$ cat config.mk
export PLATFORM = sky130hd
export DESIGN_NAME = multiply_add_controller
export DESIGN_NICKNAME = d
export VERILOG_FILES = /design/src/rtl/multiply_add_pkg.sv /design/src/rtl/multiply_add_stage.sv /design/src/rtl/multiply_add_controller.sv
export SDC_FILE = /design/constraint.sdc
export NUM_CORES = 1
export LEC_CHECK = 0
export ABC_AREA = 1
export CAP_MARGIN = 10
export CORE_MARGIN = 4
export CORE_UTILIZATION = 62
export CTS_CLUSTER_SIZE = 14
export DETAILED_ROUTE_END_ITERATION = 7
export MAX_ROUTING_LAYER = met4
export PLACE_DENSITY_LB_ADDON = 0.05
export SYNTH_ARGS = -nofsm -noshare
export SYNTH_HDL_FRONTEND = slang
export SYNTH_HIERARCHICAL = 1
export SYNTH_SLANG_ARGS = --single-unit
export TNS_END_PERCENT = 30
$ cat constraint.sdc
create_clock -name clk -period 11.4 [get_ports clk]
set_input_delay 2.28 -clock clk [delete_from_list [all_inputs] [get_ports clk]]
set_output_delay 2.28 -clock clk [all_outputs]
set_load 0.02 [all_outputs]
$ cat src/rtl/multiply_add_pkg.sv
// Shared definitions for the radix-4 online multiply-add datapath.
//   digit_t       3-bit two's complement signed digit in {-2..2}
//   DIG_*         the five legal digit encodings
//   digit_legal   true for a legal digit encoding
//   ma_state_t    controller states
package multiply_add_pkg;

  typedef logic [2:0] digit_t;

  localparam digit_t DIG_0  = 3'b000;
  localparam digit_t DIG_P1 = 3'b001;
  localparam digit_t DIG_P2 = 3'b010;
  localparam digit_t DIG_M1 = 3'b111;
  localparam digit_t DIG_M2 = 3'b110;

  typedef enum logic [1:0] {IDLE, RUN, FLUSH, DRAIN} ma_state_t;

  // Encodings 011, 100 and 101 fall outside {-2..2}.
  function automatic logic digit_legal(digit_t d);
    return (d == DIG_0) || (d == DIG_P1) || (d == DIG_P2) ||
           (d == DIG_M1) || (d == DIG_M2);
  endfunction

endpackage

$ cat src/rtl/multiply_add_stage.sv
// One purely combinational iteration of the radix-4 online multiply-add.
// Residual value w = ws + wc, fixed point with FRAC fractional bits, where
// FRAC = (M-1) + 2*DELTA so that a*x*4^-DELTA and c*4^-DELTA are exact.
//   v      = 4*w + (a*x + c) * 4^-DELTA
//   y      = round(v) clamped to {-2..2}, forced to 0 while j < DELTA
//   w_next = v - y
// Ports:
//   a_i               signed fraction operand (a / 2^(M-1))
//   ws_i, wc_i        carry-save residual in
//   x_i, c_i          input digits (already legalised by the controller)
//   j_i               iteration index
//   y_o               output digit
//   wsNext_o/wcNext_o carry-save residual out
module multiply_add_stage
  import multiply_add_pkg::*;
#(
  parameter int M               = 8,
  parameter int RESIDUAL_WIDTH  = 19,
  parameter int TRUNCATED_WIDTH = 19,
  parameter int J               = 4,
  parameter int DELTA           = 2
) (
  input  logic [M-1:0]              a_i,
  input  logic [RESIDUAL_WIDTH-1:0] ws_i,
  input  logic [RESIDUAL_WIDTH-1:0] wc_i,
  input  digit_t                    x_i,
  input  digit_t                    c_i,
  input  logic [J-1:0]              j_i,
  output digit_t                    y_o,
  output logic [RESIDUAL_WIDTH-1:0] wsNext_o,
  output logic [RESIDUAL_WIDTH-1:0] wcNext_o
);

  localparam int RW       = RESIDUAL_WIDTH;
  localparam int TW       = TRUNCATED_WIDTH;
  localparam int FRAC     = (M - 1) + 2 * DELTA;
  localparam int DROP     = RW - TW;
  localparam int EST_FRAC = FRAC - DROP;

  localparam logic signed [TW-1:0] HALF = TW'(1) << (EST_FRAC - 1);
  localparam logic signed [TW-1:0] TWO  = TW'(2);
  localparam logic signed [TW-1:0] MTWO = -TW'(2);

  logic signed [RW-1:0] aExt, xExt, cExt, term;
  logic signed [RW-1:0] ws4, wc4, sum1, carry1;
  logic signed [RW-1:0] yExt, negY;
  logic signed [TW-1:0] est, rounded;
  logic signed [2:0]    yVal;

  // The term a*x + c*2^(M-1) lands directly in FRAC units; wraparound of the
  // individual carry-save words is harmless because only their modular sum
  // matters and the true residual fits the register.
  assign aExt = {{(RW-M){a_i[M-1]}}, a_i};
  assign xExt = {{(RW-3){x_i[2]}}, x_i};
  assign cExt = {{(RW-3){c_i[2]}}, c_i};
  assign term = (aExt * xExt) + (cExt <<< (M - 1));

  assign ws4    = {ws_i[RW-3:0], 2'b00};
  assign wc4    = {wc_i[RW-3:0], 2'b00};
  assign sum1   = ws4 ^ wc4 ^ term;
  assign carry1 = ((ws4 & wc4) | (ws4 & term) | (wc4 & term)) <<< 1;

  // Digit selection works on the top TW bits of each carry-save word; the
  // estimate is rounded to nearest so the next residual stays within +-1/2.
  assign est     = sum1[RW-1:DROP] + carry1[RW-1:DROP];
  assign rounded = (est + HALF) >>> EST_FRAC;

  // The first DELTA iterations only accumulate input, so no digit is emitted.
  always_comb begin
    yVal = 3'sd0;
    if (j_i < J'(DELTA)) begin
      yVal = 3'sd0;
    end else if (rounded > TWO) begin
      yVal = 3'sd2;
    end else if (rounded < MTWO) begin
      yVal = -3'sd2;
    end else begin
      yVal = rounded[2:0];
    end
  end

  assign y_o  = digit_t'(yVal);
  assign yExt = {{(RW-3){yVal[2]}}, yVal};
  assign negY = '0 - (yExt <<< FRAC);

  // Subtract the selected digit with a second 3:2 compression.
  assign wsNext_o = sum1 ^ carry1 ^ negY;
  assign wcNext_o = ((sum1 & carry1) | (sum1 & negY) | (carry1 & negY)) <<< 1;

endmodule

$ cat src/rtl/multiply_add_controller.sv
// Digit-serial sequencer for one radix-4 online multiply-add stage.
// Ports:
//   clk, rst               clock, synchronous active-high reset
//   start, a               begin an operation / operand latched on start
//   in_valid, in_ready     x/c digit-pair input handshake
//   x_digit, c_digit       input digits
//   out_valid, out_ready   result digit output handshake
//   out_digit, out_last    result digit and last-digit marker
//   busy, done, err        status: active, completion pulse, sticky bad digit
module multiply_add_controller
  import multiply_add_pkg::*;
#(
  parameter int M               = 8,
  parameter int RESIDUAL_WIDTH  = 19,
  parameter int TRUNCATED_WIDTH = 19,
  parameter int J               = 4,
  parameter int N_DIGITS        = 8,
  parameter int DELTA           = 2
) (
  input  logic         clk,
  input  logic         rst,
  input  logic         start,
  input  logic [M-1:0] a,
  input  logic         in_valid,
  output logic         in_ready,
  input  digit_t       x_digit,
  input  digit_t       c_digit,
  output logic         out_valid,
  input  logic         out_ready,
  output digit_t       out_digit,
  output logic         out_last,
  output logic         busy,
  output logic         done,
  output logic         err
);

  localparam int RW    = RESIDUAL_WIDTH;
  localparam int TOTAL = N_DIGITS + DELTA;
  localparam int CW    = $clog2(TOTAL + 1);
  localparam int MAXJ  = 2 ** J - 1;

  localparam logic [CW-1:0] LAST_RUN  = CW'(N_DIGITS - 1);
  localparam logic [CW-1:0] LAST_FIRE = CW'(TOTAL - 1);
  localparam logic [CW-1:0] FIRST_OUT = CW'(DELTA);

  ma_state_t     state_q, state_d;
  logic [CW-1:0] iter_q, iter_d;
  logic [RW-1:0] ws_q, ws_d, wc_q, wc_d;
  logic [M-1:0]  a_q, a_d;
  digit_t        outDigit_q, outDigit_d;
  logic          outValid_q, outValid_d;
  logic          outLast_q, outLast_d;
  logic          done_q, done_d;
  logic          err_q, err_d;

  logic          slotFree, runFire, flushFire, fire, producing, handshake;
  logic          xLegal, cLegal, illegalSeen;
  digit_t        stageX, stageC, stageY;
  logic [J-1:0]  jIdx;
  logic [RW-1:0] stageWsNext, stageWcNext;

  // A fire may happen whenever the output register is empty or is being
  // drained this cycle, which gives back-to-back digits with no bubble.
  assign slotFree    = !outValid_q || out_ready;
  assign runFire     = (state_q == RUN) && in_valid && slotFree;
  assign flushFire   = (state_q == FLUSH) && slotFree;
  assign fire        = runFire || flushFire;
  assign producing   = fire && (iter_q >= FIRST_OUT);
  assign handshake   = outValid_q && out_ready;

  assign xLegal      = digit_legal(x_digit);
  assign cLegal      = digit_legal(c_digit);
  assign illegalSeen = runFire && !(xLegal && cLegal);

  // Flush iterations and illegal encodings feed zero digits to the stage.
  assign stageX = ((state_q == RUN) && xLegal) ? x_digit : DIG_0;
  assign stageC = ((state_q == RUN) && cLegal) ? c_digit : DIG_0;

  // The stage index saturates at its widest representable value.
  always_comb begin
    if (int'(iter_q) > MAXJ) begin
      jIdx = J'(MAXJ);
    end else begin
      jIdx = J'(iter_q);
    end
  end

  multiply_add_stage #(
    .M               (M),
    .RESIDUAL_WIDTH  (RESIDUAL_WIDTH),
    .TRUNCATED_WIDTH (TRUNCATED_WIDTH),
    .J               (J),
    .DELTA           (DELTA)
  ) u_stage (
    .a_i      (a_q),
    .ws_i     (ws_q),
    .wc_i     (wc_q),
    .x_i      (stageX),
    .c_i      (stageC),
    .j_i      (jIdx),
    .y_o      (stageY),
    .wsNext_o (stageWsNext),
    .wcNext_o (stageWcNext)
  );

  // Next-state logic. DRAIN lasts until the cycle in which done is high, so
  // busy stays up through the done pulse and IDLE follows right after it.
  always_comb begin
    state_d    = state_q;
    iter_d     = iter_q;
    ws_d       = ws_q;
    wc_d       = wc_q;
    a_d        = a_q;
    outDigit_d = outDigit_q;
    outValid_d = outValid_q;
    outLast_d  = outLast_q;
    done_d     = 1'b0;
    err_d      = err_q;

    unique case (state_q)
      IDLE: begin
        if (start) begin
          state_d = RUN;
          a_d     = a;
          ws_d    = '0;
          wc_d    = '0;
          iter_d  = '0;
          err_d   = 1'b0;
        end
      end
      RUN: begin
        if (fire && (iter_q == LAST_RUN)) state_d = FLUSH;
      end
      FLUSH: begin
        if (fire && (iter_q == LAST_FIRE)) state_d = DRAIN;
      end
      DRAIN: begin
        if (done_q) begin
          state_d = IDLE;
        end else if (handshake) begin
          done_d = 1'b1;
        end
      end
      default: state_d = IDLE;
    endcase

    if (fire) begin
      ws_d   = stageWsNext;
      wc_d   = stageWcNext;
      iter_d = iter_q + 1'b1;
    end

    if (illegalSeen) err_d = 1'b1;

    // A producing fire overwrites the slot; otherwise a handshake empties it.
    if (producing) begin
      outDigit_d = stageY;
      outValid_d = 1'b1;
      outLast_d  = (iter_q == LAST_FIRE);
    end else if (handshake) begin
      outValid_d = 1'b0;
      outLast_d  = 1'b0;
    end
  end

  // State registers with synchronous reset; reset discards any partial result.
  always_ff @(posedge clk) begin
    if (rst) begin
      state_q    <= IDLE;
      iter_q     <= '0;
      ws_q       <= '0;
      wc_q       <= '0;
      a_q        <= '0;
      outDigit_q <= DIG_0;
      outValid_q <= 1'b0;
      outLast_q  <= 1'b0;
      done_q     <= 1'b0;
      err_q      <= 1'b0;
    end else begin
      state_q    <= state_d;
      iter_q     <= iter_d;
      ws_q       <= ws_d;
      wc_q       <= wc_d;
      a_q        <= a_d;
      outDigit_q <= outDigit_d;
      outValid_q <= outValid_d;
      outLast_q  <= outLast_d;
      done_q     <= done_d;
      err_q      <= err_d;
    end
  end

  assign in_ready  = (state_q == RUN) && slotFree;
  assign out_valid = outValid_q;
  assign out_digit = outDigit_q;
  assign out_last  = outLast_q;
  assign busy      = (state_q != IDLE);
  assign done      = done_q;
  assign err       = err_q;

endmodule

==> results of run 1 <==
-- worst max-delay path, delay by kind of cell --
family / cells / cell delay, ns
compound gates: 3 / 0.52
simple gates: 19 / 2.82
fa+ha+maj: 9 / 3.33
buf+inv: 8 / 1.06
xor+xnor: 2 / 0.34
-- sequential cells by signal (all words and copies together), names as in the netlist --
| signal | cells |
|---|---|
| a_q | 8 |
| done | 1 |
| err | 1 |
| iter_q | 4 |
| out_digit | 3 |
| out_last | 1 |
| out_valid | 1 |
| state_q | 2 |
| wc_q | 17 |
| ws_q | 17 |
-- stage by stage --
step	std cells	utilization	area, sq um
after floorplan	711	-	5094
after global placement	819	0.6795	5333
after detailed placement	819	0.6795	5333
after CTS	826	0.6931	5439
after global routing	826	0.6931	5439
final	826	0.6931	5439
-- power groups by stage --
stage          Combinational (mW)  Sequential [mW]  Clock [mW]
2_1_floorplan               0.392            0.240           0
3_3_place_gp                0.455            0.243           0
3_5_place_dp                0.465            0.245           0
4_1_cts                     0.471            0.240       0.134
5_1_grt                     0.536            0.244       0.142
6_report                    0.472            0.240       0.131
-- area by class of cell --
type / count / area share
timing repair buffer: 28 / 0.05107
sequential: 55 / 0.2024
clock inverter: 2 / 0.006901
multi-input combinational: 509 / 0.6172
tap: 102 / 0.02346
clock buffer: 5 / 0.01265
inverter: 125 / 0.08627
-- cell usage in the layout, fill, tap and decap left out, types with 16 or more instances in the layout --
cell	count
inv_1	123
dfxtp_1	55
nor2_1	56
o21ai_0	16
nand3_1	32
clkdlybuf4s50_1	27
a21oi_1	59
ha_1	52
nand2_1	186
fa_1	35
-- worst max-delay path by stage --
stage                from                     to  slack (ns)  cells past startpoint
4_1_cts        x_digit[1]  ws_q[13]$_SDFFE_PP0P_        1.24                     41
3_5_place_dp   x_digit[1]  ws_q[12]$_SDFFE_PP0P_        0.96                     40
5_1_grt        x_digit[1]  ws_q[13]$_SDFFE_PP0P_        0.41                     41
6_report       x_digit[1]  ws_q[13]$_SDFFE_PP0P_        1.25                     41
3_3_place_gp   x_digit[1]  ws_q[12]$_SDFFE_PP0P_        1.17                     41
2_1_floorplan  x_digit[1]  ws_q[13]$_SDFFE_PP0P_        2.59                     41
-- layer usage --
metal	GRT usage	vias up
li1	-	2206
met2	0.4051	94
met5	-	-
met1	0.2934	1921
met4	0.08824	0
met3	0.03185	26
==> results.sh, run 1 <==
export IMPL_status="complete, no violations"
export IMPL_layout_drive_gt1_share=0.06215
export IMPL_met2_length_um=5115
export IMPL_dpl_hpwl_um=8589
export IMPL_synth_warnings=6
export IMPL_core_sq_mm=0.007848
export IMPL_reg2reg_slack_ns=3.01
export IMPL_worstSetupEndpointType="register"
export IMPL_cp_slowest_cell="nor3_1"
export IMPL_p_int_uw=448.1
export IMPL_cts_made_buffers=5
export IMPL_reg2reg_depth=40
export IMPL_highest_layer="met4"
export IMPL_start_util=0.6476
export IMPL_hold_viol_final=0
export IMPL_drt_total_wl_um=10650
export IMPL_start_kind="primary input"
export IMPL_wl_per_cell_um=12.89
export IMPL_fillers=699
export IMPL_m1WireLength_um=4817
export IMPL_num_vias=4247
export IMPL_power_share_clock=0.156
export IMPL_p_sw_uw=395.5
export IMPL_pwr_share_seq=0.285
export IMPL_io_buffers=27
export IMPL_clkSinkCount=55
export IMPL_dr_pass1_iters=5
export IMPL_max_cap_violations=0
export IMPL_viasPerCell=5.142
export IMPL_grt_max_degree=46
export IMPL_min_to="ws_q[8]$_SDFFE_PP0P_"
export IMPL_hold_class="register to register"
export IMPL_drc=0
export IMPL_pwr_share_comb=0.560
export IMPL_cpMostUsedCell="nand2_1"
export IMPL_fmaxAchievable_mhz=98.51
export IMPL_syn_instance_count=708
export IMPL_worst_ep_required_time_ns=11.64
export IMPL_die_w_um=98.54
export IMPL_crit_fanout=9
export IMPL_ios=28
export IMPL_avgSynthCellArea_sq_um=7.178
export IMPL_fin_crit_ns=10.15
export IMPL_die_area_sq_mm=0.009710
export IMPL_grt_pass1_wl_um=18660
export IMPL_setup_tns_ns=0
export IMPL_power_leakage_nw=2.840
export IMPL_antenna_cells=0
export IMPL_cts_hold_buf=0
export IMPL_cts_tree="done"
export IMPL_track_usage=0.2398
export IMPL_area_delta_synth_final_pct=7.016
export IMPL_clock_path_buffers=2
export IMPL_power_density_mw_per_mm2=155.1
export IMPL_fin_ws_ns=1.249
export IMPL_fin_crit_sh=0.8904
export IMPL_dp_slack_ns=0.9612
export IMPL_grt_antenna_before_repair=0
export IMPL_fp_dieH_um=98.54
export IMPL_final_nets=830
export IMPL_gp_congestion=0.9349
export IMPL_power_uw=843.6
export IMPL_drtIter0Drc=165
export IMPL_grt_setup_unrepaired="false"
export IMPL_fin_worst_skew_ns=0.01230
export IMPL_cts_root_buf="clkbuf_8"
export IMPL_post_cts_buffers=0
export IMPL_synth_area_sq_mm=0.005082
export IMPL_htree_levels=2
export IMPL_clkTransAtPathRegs_ns=0.11
export IMPL_p_sw_frac=0.4688
export IMPL_worstHoldPathCells=2
export IMPL_cp_slowest_stage_delay_ns=0.63
export IMPL_antenna_left=0
export IMPL_r2r_end="ws_q[13]$_SDFFE_PP0P_"
export IMPL_crit_type="primary input to register"
export IMPL_whs_ns=0.4667
export IMPL_report_final_slew_viol_count=0
export IMPL_worst_pin_slew_ns=0.8855
export IMPL_register_area_sq_mm=0.001101
export IMPL_clk_latency_ns=0.32
export IMPL_grt_pass1_vias=4216
export IMPL_overflow=0
export IMPL_multi_input_area_sq_mm=0.003357
export IMPL_ir_drop_v=0.0001425
export IMPL_slew_headroom=0.4083
export IMPL_arrival_ns=10.39
export IMPL_wl_met3_um=412
export IMPL_r2r_start="state_q[1]$_SDFFE_PP0P_"
export IMPL_rows=32
export IMPL_min_delay_start="ws_q[8]$_SDFFE_PP0P_"
export IMPL_postCtsResizedCells=0
export IMPL_finalSetupViolCount=0
Note: power is estimated with default switching activity, not from simulation.
==> run 2, diff against run 1 <==
Settings changed: CORE_UTILIZATION 62 to 64, DONT_BUFFER_PORTS set to 1.
==> run 2 against run 1 <==
Effect of this change:
- first-iteration DRC count decreased by 11%
- core utilization decreased by 2.6 points
- cell count decreased by 3.3%
- highest routed layer unchanged
- final area decreased by 5.2%
==> results.sh, run 2 (synthesis results as in run 1) <==
export IMPL_hold_viol_final=0
export IMPL_max_cap_violations=0
export IMPL_overflow=0
export IMPL_cts_made_buffers=5
export IMPL_wl_per_cell_um=12.93
export IMPL_min_to="wc_q[1]$_SDFFE_PP0P_"
export IMPL_finalSetupViolCount=0
export IMPL_io_buffers=0
export IMPL_fp_dieH_um=97.12
export IMPL_dr_pass1_iters=7
export IMPL_area_delta_synth_final_pct=1.403
export IMPL_cp_slowest_cell="nor3_1"
export IMPL_fin_ws_ns=1.571
export IMPL_antenna_left=0
export IMPL_grt_pass1_wl_um=18040
export IMPL_clock_path_buffers=2
export IMPL_multi_input_area_sq_mm=0.003357
export IMPL_clkSinkCount=55
export IMPL_cp_slowest_stage_delay_ns=0.69
export IMPL_viasPerCell=5.184
export IMPL_fmaxAchievable_mhz=101.7
export IMPL_grt_pass1_vias=4077
export IMPL_clkTransAtPathRegs_ns=0.10
export IMPL_fin_crit_sh=0.8622
export IMPL_ir_drop_v=0.0001448
export IMPL_arrival_ns=10.07
export IMPL_cts_tree="done"
export IMPL_track_usage=0.2316
export IMPL_gp_congestion=0.8400
export IMPL_drtIter0Drc=147
export IMPL_largestRegisters="wc_q x17, ws_q x17, a_q x8"
export IMPL_fillers=700
export IMPL_power_share_clock=0.144
export IMPL_setup_tns_ns=0
export IMPL_crit_type="primary input to register"
export IMPL_dp_slack_ns=1.279
export IMPL_p_sw_frac=0.4775
export IMPL_cts_root_buf="clkbuf_8"
export IMPL_worstHoldPathCells=2
export IMPL_p_int_uw=421.1
export IMPL_power_density_mw_per_mm2=156.4
export IMPL_p_sw_uw=384.8
export IMPL_pwr_share_comb=0.558
export IMPL_postCtsResizedCells=0
export IMPL_status="complete, no violations"
export IMPL_grt_setup_unrepaired="false"
export IMPL_grt_max_degree=46
export IMPL_ios=28
export IMPL_rows=32
export IMPL_hold_class="register to register"
export IMPL_worst_pin_slew_ns=0.8636
export IMPL_clk_latency_ns=0.31
export IMPL_reg2reg_depth=40
export IMPL_reg2reg_slack_ns=2.77
export IMPL_pwr_share_seq=0.298
export IMPL_slew_headroom=0.4198
export IMPL_start_kind="primary input"
export IMPL_post_cts_buffers=0
export IMPL_num_vias=4142
export IMPL_die_w_um=97.12
export IMPL_drc=0
export IMPL_final_nets=802
export IMPL_final_common_cell="nand2_1"
export IMPL_cpMostUsedCell="nand2_1"
export IMPL_final_cell_mix="186 x nand2_1, 123 x inv_1, 59 x a21oi_1"
export IMPL_power_uw=806.0
export IMPL_crit_fanout=9
export IMPL_grt_antenna_before_repair=0
export IMPL_drt_total_wl_um=10330
export IMPL_min_delay_start="wc_q[1]$_SDFFE_PP0P_"
export IMPL_dpl_hpwl_um=8317
export IMPL_die_area_sq_mm=0.009431
export IMPL_register_area_sq_mm=0.001101
export IMPL_worst_ep_required_time_ns=11.64
export IMPL_fin_crit_ns=9.829
export IMPL_htree_levels=2
export IMPL_r2r_start="state_q[1]$_SDFFE_PP0P_"
export IMPL_r2r_end="ws_q[13]$_SDFFE_PP0P_"
export IMPL_worstSetupEndpointType="register"
export IMPL_cts_hold_buf=0
export IMPL_core_sq_mm=0.007727
export IMPL_report_final_slew_viol_count=0
export IMPL_layout_drive_gt1_share=0.06456
export IMPL_fin_worst_skew_ns=0.01205
export IMPL_power_leakage_nw=2.731
export IMPL_start_util=0.6577
export IMPL_antenna_cells=0
## run 2: cell count changes in the layout (fill, tap and decap cells not counted), sizes merged
cell | previous run | this run
clkdlybuf4s50 | 27 | 0
buf | 1 | 0
bufinv | 1 | 0
clkbuf | 5 | 6
clkinv | 1 | 2
## run 2: worst max-delay path by stage
stage,cells past startpoint,startpoint,endpoint
finish,40,x_digit[1],ws_q[13]$_SDFFE_PP0P_
global route,40,x_digit[1],ws_q[13]$_SDFFE_PP0P_
CTS,40,x_digit[1],ws_q[13]$_SDFFE_PP0P_
detailed placement,40,x_digit[1],ws_q[13]$_SDFFE_PP0P_
global placement,41,x_digit[1],ws_q[13]$_SDFFE_PP0P_
floorplan,41,x_digit[1],ws_q[13]$_SDFFE_PP0P_
## run 2: final cells by class
cell class | instances | share of cell area
Clock buffer | 6 | 0.01602
Clock inverter | 2 | 0.003156
Inverter | 125 | 0.09104
Multi-Input combinational cell | 509 | 0.6514
Sequential cell | 55 | 0.2136
Tap cell | 102 | 0.02476
## run 2: power by group through the flow
| stage | combinational [mW] | clock, mW | sequential [mW] |
|---|---|---|---|
| 4_1_cts | 0.451 | 0.118 | 0.241 |
| 2_1_floorplan | 0.392 | 0 | 0.240 |
| 3_3_place_gp | 0.437 | 0 | 0.244 |
| 5_1_grt | 0.511 | 0.127 | 0.245 |
| 3_5_place_dp | 0.446 | 0 | 0.245 |
| 6_report | 0.449 | 0.116 | 0.240 |
## run 2: through the flow
| stage | hold slack (ns) | cells | util | instance area, sq um |
|---|---|---|---|---|
| 2_1_floorplan | 0.4389 | 711 | - | 5094 |
| 3_3_place_gp | 0.4432 | 791 | 0.6541 | 5055 |
| 3_5_place_dp | 0.4474 | 791 | 0.6541 | 5055 |
| 4_1_cts | 0.4625 | 799 | 0.6669 | 5154 |
| 5_1_grt | 0.4828 | 799 | 0.6669 | 5154 |
| 6_report | 0.4604 | 799 | 0.6669 | 5154 |
## run 2: critical path, delay by kind of cell
family | cells | cell delay (ns)
AO/OA/AOI/OAI | 3 | 0.53
XOR/XNOR | 2 | 0.33
adder cells (fa/ha/maj) | 9 | 3.38
buffers and inverters | 7 | 0.61
AND/OR/NAND/NOR | 19 | 2.93
## run 2: per-layer routing
layer	global-route usage	wire length [um]
met1	0.2920	4774
met2	0.3933	4996
met3	0.02656	319
met4	0.06803	238
met5	-	0
